--- src/rtl/vram_wr_arb_if.sv ---
// Bundle of the vram_wr_arb request/grant handshakes and video memory write port.
//   r0_*/r1_* : two requesters; req/cmd/data in, one-cycle ack out
//   vwe/vwx/vwy/vwd : text memory write strobe, column, row, cell data
//   cur_x/cur_y : current cursor position
//   busy : arbiter is executing a multi-cycle command
// slave  : arbiter view (requests in, grants/writes out)
// master : requester/memory-side view
interface vram_wr_arb_if;
  logic       r0_req;
  logic [1:0] r0_cmd;
  logic [8:0] r0_data;
  logic       r0_ack;
  logic       r1_req;
  logic [1:0] r1_cmd;
  logic [8:0] r1_data;
  logic       r1_ack;
  logic       vwe;
  logic [6:0] vwx;
  logic [4:0] vwy;
  logic [8:0] vwd;
  logic [6:0] cur_x;
  logic [4:0] cur_y;
  logic       busy;

  modport slave (
    input  r0_req, r0_cmd, r0_data, r1_req, r1_cmd, r1_data,
    output r0_ack, r1_ack, vwe, vwx, vwy, vwd, cur_x, cur_y, busy
  );

  modport master (
    output r0_req, r0_cmd, r0_data, r1_req, r1_cmd, r1_data,
    input  r0_ack, r1_ack, vwe, vwx, vwy, vwd, cur_x, cur_y, busy
  );
endinterface

--- src/rtl/vram_wr_arb.sv ---
// Two-requester round-robin arbiter driving a text-mode video memory write port.
// Commands: 0 put char, 1 newline, 2 clear screen, 3 home.
// Ports:
//   clk   : sole clock, rising edge
//   rst_n : asynchronous active-low reset
//   bus   : vram_wr_arb_if.slave (requests, acks, write port, cursor, busy)
module vram_wr_arb #(
  parameter int unsigned COLS = 80,
  parameter int unsigned ROWS = 25
) (
  input logic          clk,
  input logic          rst_n,
  vram_wr_arb_if.slave bus
);

  localparam logic [6:0] ColMax = 7'(COLS - 1);
  localparam logic [4:0] RowMax = 5'(ROWS - 1);
  localparam logic [8:0] Blank  = 9'h020;

  typedef enum logic [1:0] {StIdle, StWrite, StClear} state_e;
  typedef enum logic [1:0] {
    CmdPut     = 2'd0,
    CmdNewline = 2'd1,
    CmdClear   = 2'd2,
    CmdHome    = 2'd3
  } cmd_e;

  state_e     state_q, state_d;
  // High when r1 received the most recent grant, so r0 wins the next contest.
  logic       last_r1_q, last_r1_d;
  logic       vwe_q, vwe_d;
  logic [6:0] vwx_q, vwx_d;
  logic [4:0] vwy_q, vwy_d;
  logic [8:0] vwd_q, vwd_d;
  logic [6:0] cur_x_q, cur_x_d;
  logic [4:0] cur_y_q, cur_y_d;

  logic       gnt0, gnt1, any_gnt;
  cmd_e       cmd_sel;
  logic [8:0] data_sel;
  logic [6:0] adv_x;
  logic [4:0] adv_y, nl_y;
  logic       sweep_last;

  // State register
  always_ff @(posedge clk or negedge rst_n) begin
    if (!rst_n) begin
      state_q   <= StIdle;
      last_r1_q <= 1'b1;
      vwe_q     <= 1'b0;
      vwx_q     <= '0;
      vwy_q     <= '0;
      vwd_q     <= '0;
      cur_x_q   <= '0;
      cur_y_q   <= '0;
    end else begin
      state_q   <= state_d;
      last_r1_q <= last_r1_d;
      vwe_q     <= vwe_d;
      vwx_q     <= vwx_d;
      vwy_q     <= vwy_d;
      vwd_q     <= vwd_d;
      cur_x_q   <= cur_x_d;
      cur_y_q   <= cur_y_d;
    end
  end

  // Grant decode and outputs. Acks are gated by rst_n so none can appear while
  // reset is held, even with a request pending.
  always_comb begin
    gnt0 = 1'b0;
    gnt1 = 1'b0;
    if (state_q == StIdle && rst_n) begin
      if (bus.r0_req && bus.r1_req) begin
        gnt0 = last_r1_q;
        gnt1 = !last_r1_q;
      end else begin
        gnt0 = bus.r0_req;
        gnt1 = bus.r1_req;
      end
    end
    any_gnt  = gnt0 | gnt1;
    cmd_sel  = gnt1 ? cmd_e'(bus.r1_cmd) : cmd_e'(bus.r0_cmd);
    data_sel = gnt1 ? bus.r1_data : bus.r0_data;
  end

  assign bus.r0_ack = gnt0;
  assign bus.r1_ack = gnt1;
  assign bus.busy   = (state_q != StIdle);
  assign bus.vwe    = vwe_q;
  assign bus.vwx    = vwx_q;
  assign bus.vwy    = vwy_q;
  assign bus.vwd    = vwd_q;
  assign bus.cur_x  = cur_x_q;
  assign bus.cur_y  = cur_y_q;

  // Cursor arithmetic, wrapping at the screen edges (no scrolling).
  always_comb begin
    nl_y = (cur_y_q == RowMax) ? 5'd0 : cur_y_q + 5'd1;
    if (cur_x_q == ColMax) begin
      adv_x = 7'd0;
      adv_y = nl_y;
    end else begin
      adv_x = cur_x_q + 7'd1;
      adv_y = cur_y_q;
    end
    sweep_last = (vwx_q == ColMax) && (vwy_q == RowMax);
  end

  // Next-state logic
  always_comb begin
    state_d = state_q;
    unique case (state_q)
      StIdle: begin
        if (any_gnt && cmd_sel == CmdPut)   state_d = StWrite;
        if (any_gnt && cmd_sel == CmdClear) state_d = StClear;
      end
      StWrite: state_d = StIdle;
      StClear: if (sweep_last) state_d = StIdle;
      default: state_d = StIdle;
    endcase
  end

  // Datapath next values; the write port holds unless a write is set up or swept.
  always_comb begin
    last_r1_d = last_r1_q;
    vwe_d     = 1'b0;
    vwx_d     = vwx_q;
    vwy_d     = vwy_q;
    vwd_d     = vwd_q;
    cur_x_d   = cur_x_q;
    cur_y_d   = cur_y_q;
    unique case (state_q)
      StIdle: begin
        if (any_gnt) begin
          last_r1_d = gnt1;
          unique case (cmd_sel)
            CmdPut: begin
              vwe_d = 1'b1;
              vwx_d = cur_x_q;
              vwy_d = cur_y_q;
              vwd_d = data_sel;
            end
            CmdNewline: begin
              cur_x_d = 7'd0;
              cur_y_d = nl_y;
            end
            CmdClear: begin
              vwe_d = 1'b1;
              vwx_d = 7'd0;
              vwy_d = 5'd0;
              vwd_d = Blank;
            end
            CmdHome: begin
              cur_x_d = 7'd0;
              cur_y_d = 5'd0;
            end
            default: ;
          endcase
        end
      end
      StWrite: begin
        cur_x_d = adv_x;
        cur_y_d = adv_y;
      end
      StClear: begin
        if (sweep_last) begin
          cur_x_d = 7'd0;
          cur_y_d = 5'd0;
        end else begin
          vwe_d = 1'b1;
          if (vwx_q == ColMax) begin
            vwx_d = 7'd0;
            vwy_d = vwy_q + 5'd1;
          end else begin
            vwx_d = vwx_q + 7'd1;
          end
        end
      end
      default: ;
    endcase
  end

endmodule

--- src/flat_wrapper.sv ---
// flat-port wrapper written by rule: the top's interface ports become plain ports
module vram_wr_arb_flat 
#(
  parameter int unsigned COLS = 80,
  parameter int unsigned ROWS = 25
)
  (clk, rst_n, bus_r0_req, bus_r0_cmd, bus_r0_data, bus_r1_req, bus_r1_cmd, bus_r1_data, bus_r0_ack, bus_r1_ack, bus_vwe, bus_vwx, bus_vwy, bus_vwd, bus_cur_x, bus_cur_y, bus_busy);
  vram_wr_arb_if bus_i ();
  input logic clk;
  input logic rst_n;
  input wire logic [$bits(bus_i.r0_req)-1:0] bus_r0_req;
  input wire logic [$bits(bus_i.r0_cmd)-1:0] bus_r0_cmd;
  input wire logic [$bits(bus_i.r0_data)-1:0] bus_r0_data;
  input wire logic [$bits(bus_i.r1_req)-1:0] bus_r1_req;
  input wire logic [$bits(bus_i.r1_cmd)-1:0] bus_r1_cmd;
  input wire logic [$bits(bus_i.r1_data)-1:0] bus_r1_data;
  output wire logic [$bits(bus_i.r0_ack)-1:0] bus_r0_ack;
  output wire logic [$bits(bus_i.r1_ack)-1:0] bus_r1_ack;
  output wire logic [$bits(bus_i.vwe)-1:0] bus_vwe;
  output wire logic [$bits(bus_i.vwx)-1:0] bus_vwx;
  output wire logic [$bits(bus_i.vwy)-1:0] bus_vwy;
  output wire logic [$bits(bus_i.vwd)-1:0] bus_vwd;
  output wire logic [$bits(bus_i.cur_x)-1:0] bus_cur_x;
  output wire logic [$bits(bus_i.cur_y)-1:0] bus_cur_y;
  output wire logic [$bits(bus_i.busy)-1:0] bus_busy;
  assign bus_i.r0_req = bus_r0_req;
  assign bus_i.r0_cmd = bus_r0_cmd;
  assign bus_i.r0_data = bus_r0_data;
  assign bus_i.r1_req = bus_r1_req;
  assign bus_i.r1_cmd = bus_r1_cmd;
  assign bus_i.r1_data = bus_r1_data;
  assign bus_r0_ack = bus_i.r0_ack;
  assign bus_r1_ack = bus_i.r1_ack;
  assign bus_vwe = bus_i.vwe;
  assign bus_vwx = bus_i.vwx;
  assign bus_vwy = bus_i.vwy;
  assign bus_vwd = bus_i.vwd;
  assign bus_cur_x = bus_i.cur_x;
  assign bus_cur_y = bus_i.cur_y;
  assign bus_busy = bus_i.busy;
  vram_wr_arb #(.COLS(COLS), .ROWS(ROWS)) u_core (.clk(clk), .rst_n(rst_n), .bus(bus_i));
endmodule
--- config.mk ---
export PLATFORM = sky130hd
export DESIGN_NAME = vram_wr_arb_flat
export DESIGN_NICKNAME = d
export VERILOG_FILES = /design/src/rtl/vram_wr_arb_if.sv /design/src/rtl/vram_wr_arb.sv /design/src/flat_wrapper.sv
export SDC_FILE = /design/constraint.sdc
export NUM_CORES = 1
export LEC_CHECK = 0
export CORE_AREA = 2 2 61 87
export CTS_BUF_LIST = sky130_fd_sc_hd__clkbuf_4
export CTS_CLUSTER_SIZE = 12
export DETAILED_ROUTE_END_ITERATION = 12
export DIE_AREA = 0 0 63 89
export PLACE_DENSITY = 0.81
export SLEW_MARGIN = 40
export SYNTH_ARGS = -nofsm -noshare
export SYNTH_HDL_FRONTEND = slang
export SYNTH_SLANG_ARGS = --single-unit
--- constraint.sdc ---
create_clock -name clk -period 2.62 [get_ports clk]
set_clock_uncertainty 0.2 [all_clocks]
set_input_delay 0.655 -clock clk [delete_from_list [all_inputs] [get_ports clk]]
set_output_delay 0.655 -clock clk [all_outputs]
set_load 0.01 [all_outputs]
== Yosys cells after proc, flatten, opt, wreduce, memory -nomap -nowiden ==
Index checks and enable logic that the tools add are counted.

* Flip-flop bits (word level): 37
* Output and inout bits: 37
* Logic and storage cells: 88

* Add/subtract/negate cells: 4
* Equality and inequality tests: 18
* Multiplexer cells: 36
* Bitwise operators: 1
* Reduce and logical (&&, ||, !) cells: 21

{| class="wikitable"
|+ Operators with widths
! kind !! number
|-
| 2-to-1 mux 7 bit || 7
|-
| 2-to-1 mux 5 bit || 7
|-
| case mux 5 bit (2 select lines) || 3
|-
| case mux 7 bit (2 select lines) || 2
|-
| case mux 7 bit (3 select lines) || 1
|-
| case mux 9 bit (2 select lines) || 1
|-
| case mux 5 bit (3 select lines) || 1
|-
| adder 7 x 1 -> 7 bit (second input constant) || 2
|-
| equality test 7 bit (second input constant) || 2
|-
| adder 5 x 1 -> 5 bit (second input constant) || 2
|-
| equality test 5 bit (second input constant) || 2
|-
| AND reduction 5 bit || 2
|-
| 2-to-1 mux 9 bit || 1
|-
| inequality test 3 bit (second input constant) || 3
|-
| 2-to-1 mux 2 bit || 4
|-
| inequality test 2 x 1 -> 1 bit (second input constant) || 4
|-
| AND reduction 4 bit || 2
|-
| 2-to-1 mux 1 bit || 7
|-
| equality test 2 bit (second input constant) || 3
|-
| nonzero test 2 bit || 3
|-
| logical AND 1 bit || 5
|-
| equality test 2 x 1 -> 1 bit (second input constant) || 2
|-
| logical NOT 2 bit || 2
|-
| inequality test 2 bit (second input constant) || 2
|-
| other kinds (8) || 10
|}

== Longest topological paths before layout ==
Gate-level depths: netlist of the first run.

* Word-level depth: 9
* Gate-level depth with buffers: 8
* Gate-level depth less buffers: 8

== Least setup slack after synthesis of the first run ==
No wires, ideal clock.

* Kind: reg-to-reg
* Start point: register u_core.vwx_q[0], in the netlist u_core.bus.vwx[0]
* End point: register u_core.cur_y_q[1], in the netlist u_core.bus.cur_y[1]
* Setup time: 0.125 ns
* Arrival: 1.972 ns
* Required time: 2.295 ns
* Path slack: 0.323 ns
* Cell stages (with the launch flop): 7
* Period minus slack after synthesis: 2.297 ns
* Path through: dfrtp_1 > ha_1 > nand3_1 > o31ai_4 > o2111ai_4 > nor2_1 > mux2_2

* Cells in the longest elaborated chain, start to end: 4

{| class="wikitable"
|+ RTL lines
! element !! line !! RTL
|-
| start: declaration || vram_wr_arb.sv:32 || <nowiki>logic [6:0] vwx_q, vwx_d;</nowiki>
|-
| start signal: assignment || vram_wr_arb.sv:60 || <nowiki>vwx_q <= vwx_d;</nowiki>
|-
| equality test 7 bit || vram_wr_arb.sv:107 || <nowiki>sweep_last = (vwx_q == ColMax) && (vwy_q == RowMax);</nowiki>
|-
| logical AND 1 bit || vram_wr_arb.sv:107 ||
|-
| inequality test 2 x 1 -> 1 bit (no source line) || -- ||
|-
| AND reduction 5 bit (no source line) || -- ||
|-
| end signal: assignment || vram_wr_arb.sv:64 || <nowiki>cur_y_q <= cur_y_d;</nowiki>
|-
| end: declaration || vram_wr_arb.sv:36 || <nowiki>logic [4:0] cur_y_q, cur_y_d;</nowiki>
|}

No other way between the ends.
A chain may end at the register's enable or synchronous reset.

== Worst setup path after layout of the first run ==
* Start point: input bus_r0_req
* End point: register u_core.vwx_q[5], in the netlist u_core.bus.vwx[5]

* Cells in the longest elaborated chain, start to end: 8
* Elaborated cells between the ends (all ways): 15
* Classes of those cells: eq/ne: 3; mux: 8; bitwise: 1; reduce/logical: 3

{| class="wikitable"
|+ RTL lines
! element !! line !! RTL
|-
| start: declaration || flat_wrapper.sv:11 || <nowiki>input wire logic [$bits(bus_i.r0_req)-1:0] bus_r0_req;</nowiki>
|-
| logical AND 1 bit || vram_wr_arb.sv:74 || <nowiki>if (bus.r0_req && bus.r1_req) begin</nowiki>
|-
| 2-to-1 mux 1 bit || vram_wr_arb.sv:74 ||
|-
| 2-to-1 mux 1 bit || vram_wr_arb.sv:73 || <nowiki>if (state_q == StIdle && rst_n) begin</nowiki>
|-
| 2-to-1 mux 2 bit || vram_wr_arb.sv:83 || <nowiki>cmd_sel = gnt1 ? cmd_e'(bus.r1_cmd) : cmd_e'(bus.r0_cmd);</nowiki>
|-
| equality test 2 bit or logical NOT 2 bit (tied branches) || vram_wr_arb.sv:137 || <nowiki>unique case (cmd_sel)</nowiki>
|-
| case mux 7 bit (2 select lines) || vram_wr_arb.sv:137 ||
|-
| 2-to-1 mux 7 bit || vram_wr_arb.sv:135 || <nowiki>if (any_gnt) begin</nowiki>
|-
| case mux 7 bit (2 select lines) || vram_wr_arb.sv:133 || <nowiki>unique case (state_q)</nowiki>
|}

Parallel ways exist; a longest one is shown, timed or not. The select of a mux whose other input is x is not followed.

==> results of run 1 <==
## what timing repair did
item                       in CTS  in global routing
hold endpoints to repair        0                  0
resized for setup               6                  7
setup endpoints to repair       3                  6
buffers inserted                2                  0
## kinds of logic after synthesis
group / synth area share, %
adders and majority gates: 5.22
AOI/OAI and AO/OA: 24.7
and+or+nand+nor: 22.7
DFF: 38.7
buffers and inverters: 3.97
muxes: 4.70
## cell usage in the layout (no fill, tap or decap), drive strengths merged, types with 5 or more instances in the layout
| cell | n |
|---|---|
| and2 | 5 |
| o21ai | 25 |
| dfrtp | 36 |
| a21oi | 18 |
| nor2 | 16 |
| nor3 | 10 |
| clkdlybuf4s50 | 58 |
| nand2b | 6 |
| clkbuf | 8 |
| buf | 36 |
| mux2i | 9 |
| and3 | 5 |
| o31ai | 7 |
| inv | 15 |
| ha | 10 |
| nand2 | 32 |
| o211ai | 5 |
| nand3 | 12 |
## per-stage QoR
stage	TNS, ns	power, mW
after floorplan	0	1.90
after global placement	-3.79	2.73
after detailed placement	-5.83	2.79
after CTS	0	3.11
after global routing	0	3.39
final	0	3.13
## sequential cells by signal, indices dropped and copies added (netlist names)
register          count
u_core.bus.vwx        7
u_core.bus.vwy        5
u_core.last_r1_q      1
u_core.state_q        2
u_core.bus.vwe        1
u_core.bus.vwd        9
u_core.bus.cur_x      7
u_core.bus.cur_y      5
## path summary, 6_finish.rpt
check,start,end,slack [ns],depth (start not counted)
worst max register to register,u_core.bus.vwy[1],u_core.bus.cur_x[2],0.23,8
max in group asynchronous,rst_n,u_core.last_r1_q,1.67,3
min in group clk,u_core.bus.vwd[0],u_core.bus.vwd[0],0.29,2
worst max-delay path,bus_r0_req,u_core.bus.vwx[5],0.08,8
worst min register to register,u_core.bus.vwd[0],u_core.bus.vwd[0],0.29,2
worst min-delay path,rst_n,u_core.bus.cur_y[2],0.06,2
## synthesized netlist by cell type, drive strengths merged (2+ instances only)
| library cell | instances |
|---|---|
| nand2 | 32 |
| ha | 10 |
| nand4 | 3 |
| o2bb2ai | 3 |
| nand2b | 6 |
| a22oi | 2 |
| a31oi | 3 |
| o21a | 2 |
| nor3b | 2 |
| mux2 | 2 |
| a32o | 3 |
| o21ai | 25 |
| and3 | 5 |
| mux2i | 9 |
| or2 | 2 |
| a21oi | 18 |
| nand4b | 2 |
| clkbuf | 5 |
| nor2 | 16 |
| o211ai | 5 |
| o31ai | 7 |
| or3 | 3 |
| nor3 | 10 |
| buf | 3 |
| o41ai | 2 |
| and2 | 5 |
| o221ai | 2 |
| dfrtp | 36 |
| nor4 | 2 |
| a211o | 3 |
| inv | 15 |
| nand3 | 12 |
## critical path, delay by kind of cell
| kind | cells | cell delay, ns |
|---|---|---|
| mux | 1 | 0.38 |
| buf+inv | 3 | 0.88 |
| compound gates | 4 | 0.66 |
## metal layers
metal  vias up  share of wire (%)
li1       1194                  -
met1      1202                 38
met2       114                 53
met3        23                5.8
met4         0                3.0
met5         -                  0
## layout make-up
| type | count | area [sq um] |
|---|---|---|
| Tap cell | 64 | 80.1 |
| Inverter | 16 | 60.1 |
| Sequential cell | 37 | 927 |
| Multi-Input combinational cell | 212 | 1400 |
| Clock inverter | 2 | 10.0 |
| Clock buffer | 6 | 45.0 |
| Fill cell | 399 | 1380 |
| Timing Repair Buffer | 97 | 867 |
## power by group
group | internal, mW | leakage [nW] | switching (mW)
Sequential | 0.757 | 0.488 | 0.179
Combinational | 0.928 | 0.982 | 0.962
Clock | 0.113 | 0.0354 | 0.193
Total | 1.80 | 1.51 | 1.33
==> results.py, run 1 <==
metrics = {
    "outcome": {
        "outcome": "completed",
    },
    "sta": {
        "setup_ws_ns": 0.0847,
        "finalHoldViolations": 0,
        "setup_viol": 0,
        "tightest_slew_ns": 0.564,
        "fmax_ghz": 0.394,
        "drv_slew": 0,
        "finalCritPeriodShare_pct": 96.8,
        "post-route-min-period_ns": 2.54,
        "slew_headroom_pct": 62.1,
        "timing.hold.ws_ns": 0.0558,
        "rsz0062_at_grt": "false",
    },
    "detailed_routing": {
        "vias": 2533,
        "drcViolationCount": 0,
        "dr.first_iter.drc_count": 197,
        "drt_wl_total_um": 6980,
        "drt_pass1_iterations": 5,
        "routedWlPerCell_um": 16.1,
        "ant_nets": 0,
        "viasPerCell": 5.84,
    },
    "cells_and_area": {
        "syn2layout_area_growth_pct": 41.3,
        "diodes": 0,
        "nets": 405,
        "drive_gt1_share_pct": 16.8,
        "utilization_pct": 71.1,
        "fin_cells": 434,
        "final_area_sq_mm": 0.00339,
    },
    "place": {
        "dpl.cell_count": 424,
        "place_congestion": 0.906,
        "placed_area_sq_mm": 0.00331,
        "dp_hpwl_um": 5430,
        "post-place-ws_ns": -0.330,
        "port_buffers": 62,
    },
    "clocking": {
        "clock_path_buffers": 2,
        "clk_pin_slew_ns": 0.11,
        "cts.sinks": 37,
        "clkLatencyLatePin_ns": 0.34,
        "cts_tree": "done",
        "numCtsBuffers": 5,
        "ctsHoldBuffers": 0,
        "cts_root_buf": "clkbuf_4",
        "ctsHtreeMaxLevel": 2,
    },
    "synthesis": {
        "syn_area_sq_mm": 0.00240,
        "yosysTopAreaCell": "dfrtp_1",
        "yosysSeqAreaShare_pct": 38.7,
        "yosys_warnings": 0,
        "synth_top_area_share_pct": 37.6,
        "synth_cell_types": 58,
        "synthArstFlopShare_pct": 100,
        "synth_nets": 309,
        "ys_ff_latch": 37,
        "synth_edf_count": 0,
        "yosys-top-cells-area": "dfrtp_1, ha_1, nand2_1, o21ai_0, a21oi_1",
        "synthFlopType": "dfrtp_1",
        "synth_cells": 273,
        "syn_avg_cell_area_sq_um": 8.78,
    },
    "worst_hold_path": {
        "hold_class": "input pin to asynchronous set/reset pin",
    },
    "worst_setup_path": {
        "cp_data_arrival_time_ns": 2.57,
        "cp_max_fo": 9,
        "worst_path_most_repeated_cell": "buf_4",
        "end_kind": "flip-flop",
        "crit_slowest_cell": "clkdlybuf4s50_1",
        "max_stage_delay_ns": 0.51,
        "cp.required_ns": 2.66,
        "path_class": "input pin to flip-flop",
        "path_cells": "clkdlybuf4s50_1 > buf_4 > a21bo_2 > mux2_2 > o21ai_1 > buf_4 > o211ai_1 > o2bb2ai_1",
        "startpoint_type": "input pin",
    },
    "global_route": {
        "grt_pass1_wl_um": 11800,
        "busiest_layer": "met2",
        "grt.overflow.total": 0,
        "grt_max_degree": 17,
        "met2_usage_pct": 49.6,
        "grt_pass1_vias": 2570,
        "use_met1_pct": 29.4,
        "antenna_found_initial": 0,
        "grt_usage_pct": 26.6,
        "met3_usage_pct": 5.04,
    },
    "floorplan": {
        "start_util_pct": 50.3,
        "coreArea_sq_mm": 0.00477,
        "num_io_pins": 63,
        "die_w_um": 63,
        "die_h_um": 89,
        "num_rows": 30,
        "dieArea_sq_mm": 0.00561,
    },
    "pwr": {
        "ir_worst_vdd_mv": 0.526,
        "powerDensity_mw_per_mm2": 925,
        "p_leak_nw": 1.51,
    },
    "job": {
        "max_cap_viol_count": 0,
    },
}
Power figures use the tool's default switching activity.
==> run 2, diff against run 1 <==
- CTS_CLUSTER_DIAMETER: not set -> 50
==> results of run 2 <==
Final layout, timing and power as in run 1 (identical DEF).
==> run 3, diff against run 2 <==
- ABC_AREA: not set -> 1
- CORE_AREA: 2 2 61 87 -> 2 2 63 88
- DIE_AREA: 0 0 63 89 -> 0 0 65 90
- PLACE_DENSITY: 0.81 -> 0.8
- clock period: 2.62 -> 2.5 ns (I/O delays scaled with it)
==> run 3 against run 2 <==
Clock power is 37% higher; non-clock buffer count is 19 lower; via count is 2.4% higher; critical path type is now input pin to primary output.
==> results.py, run 3 <==
metrics = {
    "outcome": {
        "outcome": "completed",
    },
    "floorplan": {
        "start_util_pct": 48.9,
        "num_io_pins": 63,
        "dieArea_sq_mm": 0.00585,
        "coreArea_sq_mm": 0.00508,
        "die_h_um": 90,
        "num_rows": 31,
        "die_w_um": 65,
    },
    "clocking": {
        "clkLatencyLatePin_ns": 0.35,
        "cts_tree": "done",
        "cts_root_buf": "clkbuf_4",
        "clock_path_buffers": 2,
        "ctsHtreeMaxLevel": 2,
        "cts.sinks": 37,
        "clk_pin_slew_ns": 0.12,
        "numCtsBuffers": 5,
    },
    "cells_and_area": {
        "multi_input_area_sq_mm": 0.00138,
        "fin_cells": 515,
        "largest_reg_flops": 9,
        "nets": 484,
        "layout_commonest_cell": "nand2_1",
        "fill_cells": 442,
        "utilization_pct": 66.1,
        "diodes": 0,
        "regArea_sq_um": 927,
        "syn2layout_area_growth_pct": 35.1,
        "final_cell_mix": "nand2_1, clkdlybuf4s50_1, nand3_1, dfrtp_1, inv_1",
        "drive_gt1_share_pct": 9.80,
    },
    "worst_setup_path": {
        "cp_data_arrival_time_ns": 1.51,
        "max_stage_delay_ns": 0.47,
        "cp.required_ns": 1.67,
        "startpoint_type": "input pin",
        "end_kind": "primary output",
        "crit_slowest_cell": "clkdlybuf4s50_1",
        "path_buf_inv": 3,
        "path_cells": "clkdlybuf4s50_1 > inv_1 > nor2_1 > o21a_1 > clkbuf_2",
        "path_class": "input pin to primary output",
        "crit_family": "buffers and inverters",
        "cp_max_fo": 2,
    },
    "place": {
        "port_buffers": 62,
        "dp_hpwl_um": 4890,
        "dpl.cell_count": 505,
        "place_congestion": 0.884,
        "post-place-ws_ns": -0.302,
    },
    "global_route": {
        "grt.overflow.total": 0,
        "grt_max_degree": 38,
        "grt_usage_pct": 22.6,
        "grt_pass1_vias": 2538,
        "grt_pass1_wl_um": 10800,
        "antenna_found_initial": 0,
    },
    "synthesis": {
        "yosys-top-cells-area": "dfrtp_1, nand2_1, nand3_1, inv_1, ha_1",
        "yosys_warnings": 0,
        "yosysTopAreaCell": "dfrtp_1",
        "synth_cell_types": 29,
        "synth_common_cells": "nand2_1, dfrtp_1, nand3_1",
        "syn_avg_cell_area_sq_um": 6.70,
        "synthFlopType": "dfrtp_1",
        "synth_edf_count": 0,
        "synth_cells": 371,
        "synth_most_common_cell": "nand2_1",
        "synthArstFlopShare_pct": 100,
        "synth_top_area_share_pct": 36.2,
        "synth_nets": 407,
        "ys_ff_latch": 37,
        "yosysSeqAreaShare_pct": 37.3,
        "syn_area_sq_mm": 0.00249,
    },
    "detailed_routing": {
        "drt_pass1_iterations": 4,
        "drcViolationCount": 0,
        "vias": 2593,
        "drt_wl_total_um": 6110,
        "dr.first_iter.drc_count": 158,
        "ant_nets": 0,
        "routedWlPerCell_um": 11.9,
        "viasPerCell": 5.03,
    },
    "sta": {
        "finalCritPeriodShare_pct": 93.4,
        "timing.hold.ws_ns": 0.140,
        "setup_viol": 0,
        "drv_slew": 0,
        "fmax_ghz": 0.428,
        "setup_ws_ns": 0.166,
        "finalSetupTns_ns": 0,
        "slew_headroom_pct": 68.9,
        "tightest_slew_ns": 0.467,
        "rsz0062_at_grt": "false",
        "post-route-min-period_ns": 2.33,
        "finalHoldViolations": 0,
    },
    "pwr": {
        "powerDensity_mw_per_mm2": 859,
        "ir_worst_vdd_mv": 0.408,
        "p_leak_nw": 1.72,
    },
    "job": {
        "max_cap_viol_count": 0,
    },
    "worst_hold_path": {
        "hold_class": "input pin to asynchronous set/reset pin",
    },
}
## run 3: changes by cell type in the layout (fill, tap and decap cells not counted), sizes merged, moves of 13 or more
cell | before | now
nand3 | 12 | 39
a21oi | 18 | 5
buf | 36 | 17
inv | 15 | 36
nand2 | 32 | 168
nor2 | 16 | 32
## run 3: metrics by stage
stage | total power [mW] | instance area, sq um
2_1_floorplan | 1.79 | 2490
3_3_place_gp | 2.41 | 3270
3_5_place_dp | 2.44 | 3270
4_1_cts | 2.88 | 3350
5_1_grt | 3.13 | 3360
6_report | 2.89 | 3360
## run 3: what timing repair did
action	in CTS	in global routing
cloned	0	0
hold buffers	0	0
pin swaps	0	0
setup buffers	2	0
endpoints found under the setup margin	3	2
endpoints found under the hold margin	0	0
resized for setup	5	6
## run 3: power by group
part           switching (mW)  leakage (nW)  total, mW  internal, mW
registers               0.155         0.494      0.917         0.762
clock network           0.213        0.0389      0.420         0.207
logic                   0.865          1.19       1.55         0.685
## run 3: path summary, 6_finish.rpt
check	start	endpoint	slack, ns	cells after the start
setup / recovery	bus_r0_req	bus_r0_ack	0.17	5
hold / removal	rst_n	u_core.bus.vwy[4]	0.14	2
setup reg to reg	u_core.state_q[1]	u_core.bus.vwy[1]	0.36	12
hold reg to reg	u_core.bus.vwd[7]	u_core.bus.vwd[7]	0.30	2
max in group asynchronous	rst_n	u_core.last_r1_q	1.59	2
min in group clk	u_core.bus.vwd[7]	u_core.bus.vwd[7]	0.30	2
## run 3: worst register-to-register path, cell delays in order, from the launching register on
cell and delay [ns]:
dfrtp_1 0.41, inv_1 0.12, ha_4 0.16, nand2_2 0.09
nor2_4 0.13, nand2_2 0.06, buf_4 0.18, nand2_2 0.09
nand3_2 0.10, nand2_2 0.15, nand3_1 0.20, nand2_1 0.11
nand2_1 0.06
## run 3: layout make-up
cell class	count	area share, %
Timing Repair Buffer	78	22.3
Multi-Input combinational cell	289	41.2
Clock buffer	5	1.12
Tap cell	66	2.46
Inverter	37	4.13
Sequential cell	37	27.6
Clock inverter	3	1.23
## run 3: cells by family (layout without fill, tap and decap cells)
| group | count (synthesis) | in the layout | synth area share [%] |
|---|---|---|---|
| compound gates | 21 | 21 | 4.58 |
| xor+xnor | 7 | 7 | 2.47 |
| fa+ha+maj | 10 | 10 | 5.03 |
| buf+inv | 45 | 123 | 7.55 |
| flops | 37 | 37 | 37.3 |
| simple gates | 251 | 251 | 43.1 |
## run 3: routing by layer
| metal | global-route usage [%] | share of wire [%] |
|---|---|---|
| met1 | 25.0 | 39 |
| met2 | 42.4 | 53 |
| met3 | 5.01 | 5.7 |
| met4 | 5.67 | 1.8 |
| met5 | 0 | 0 |
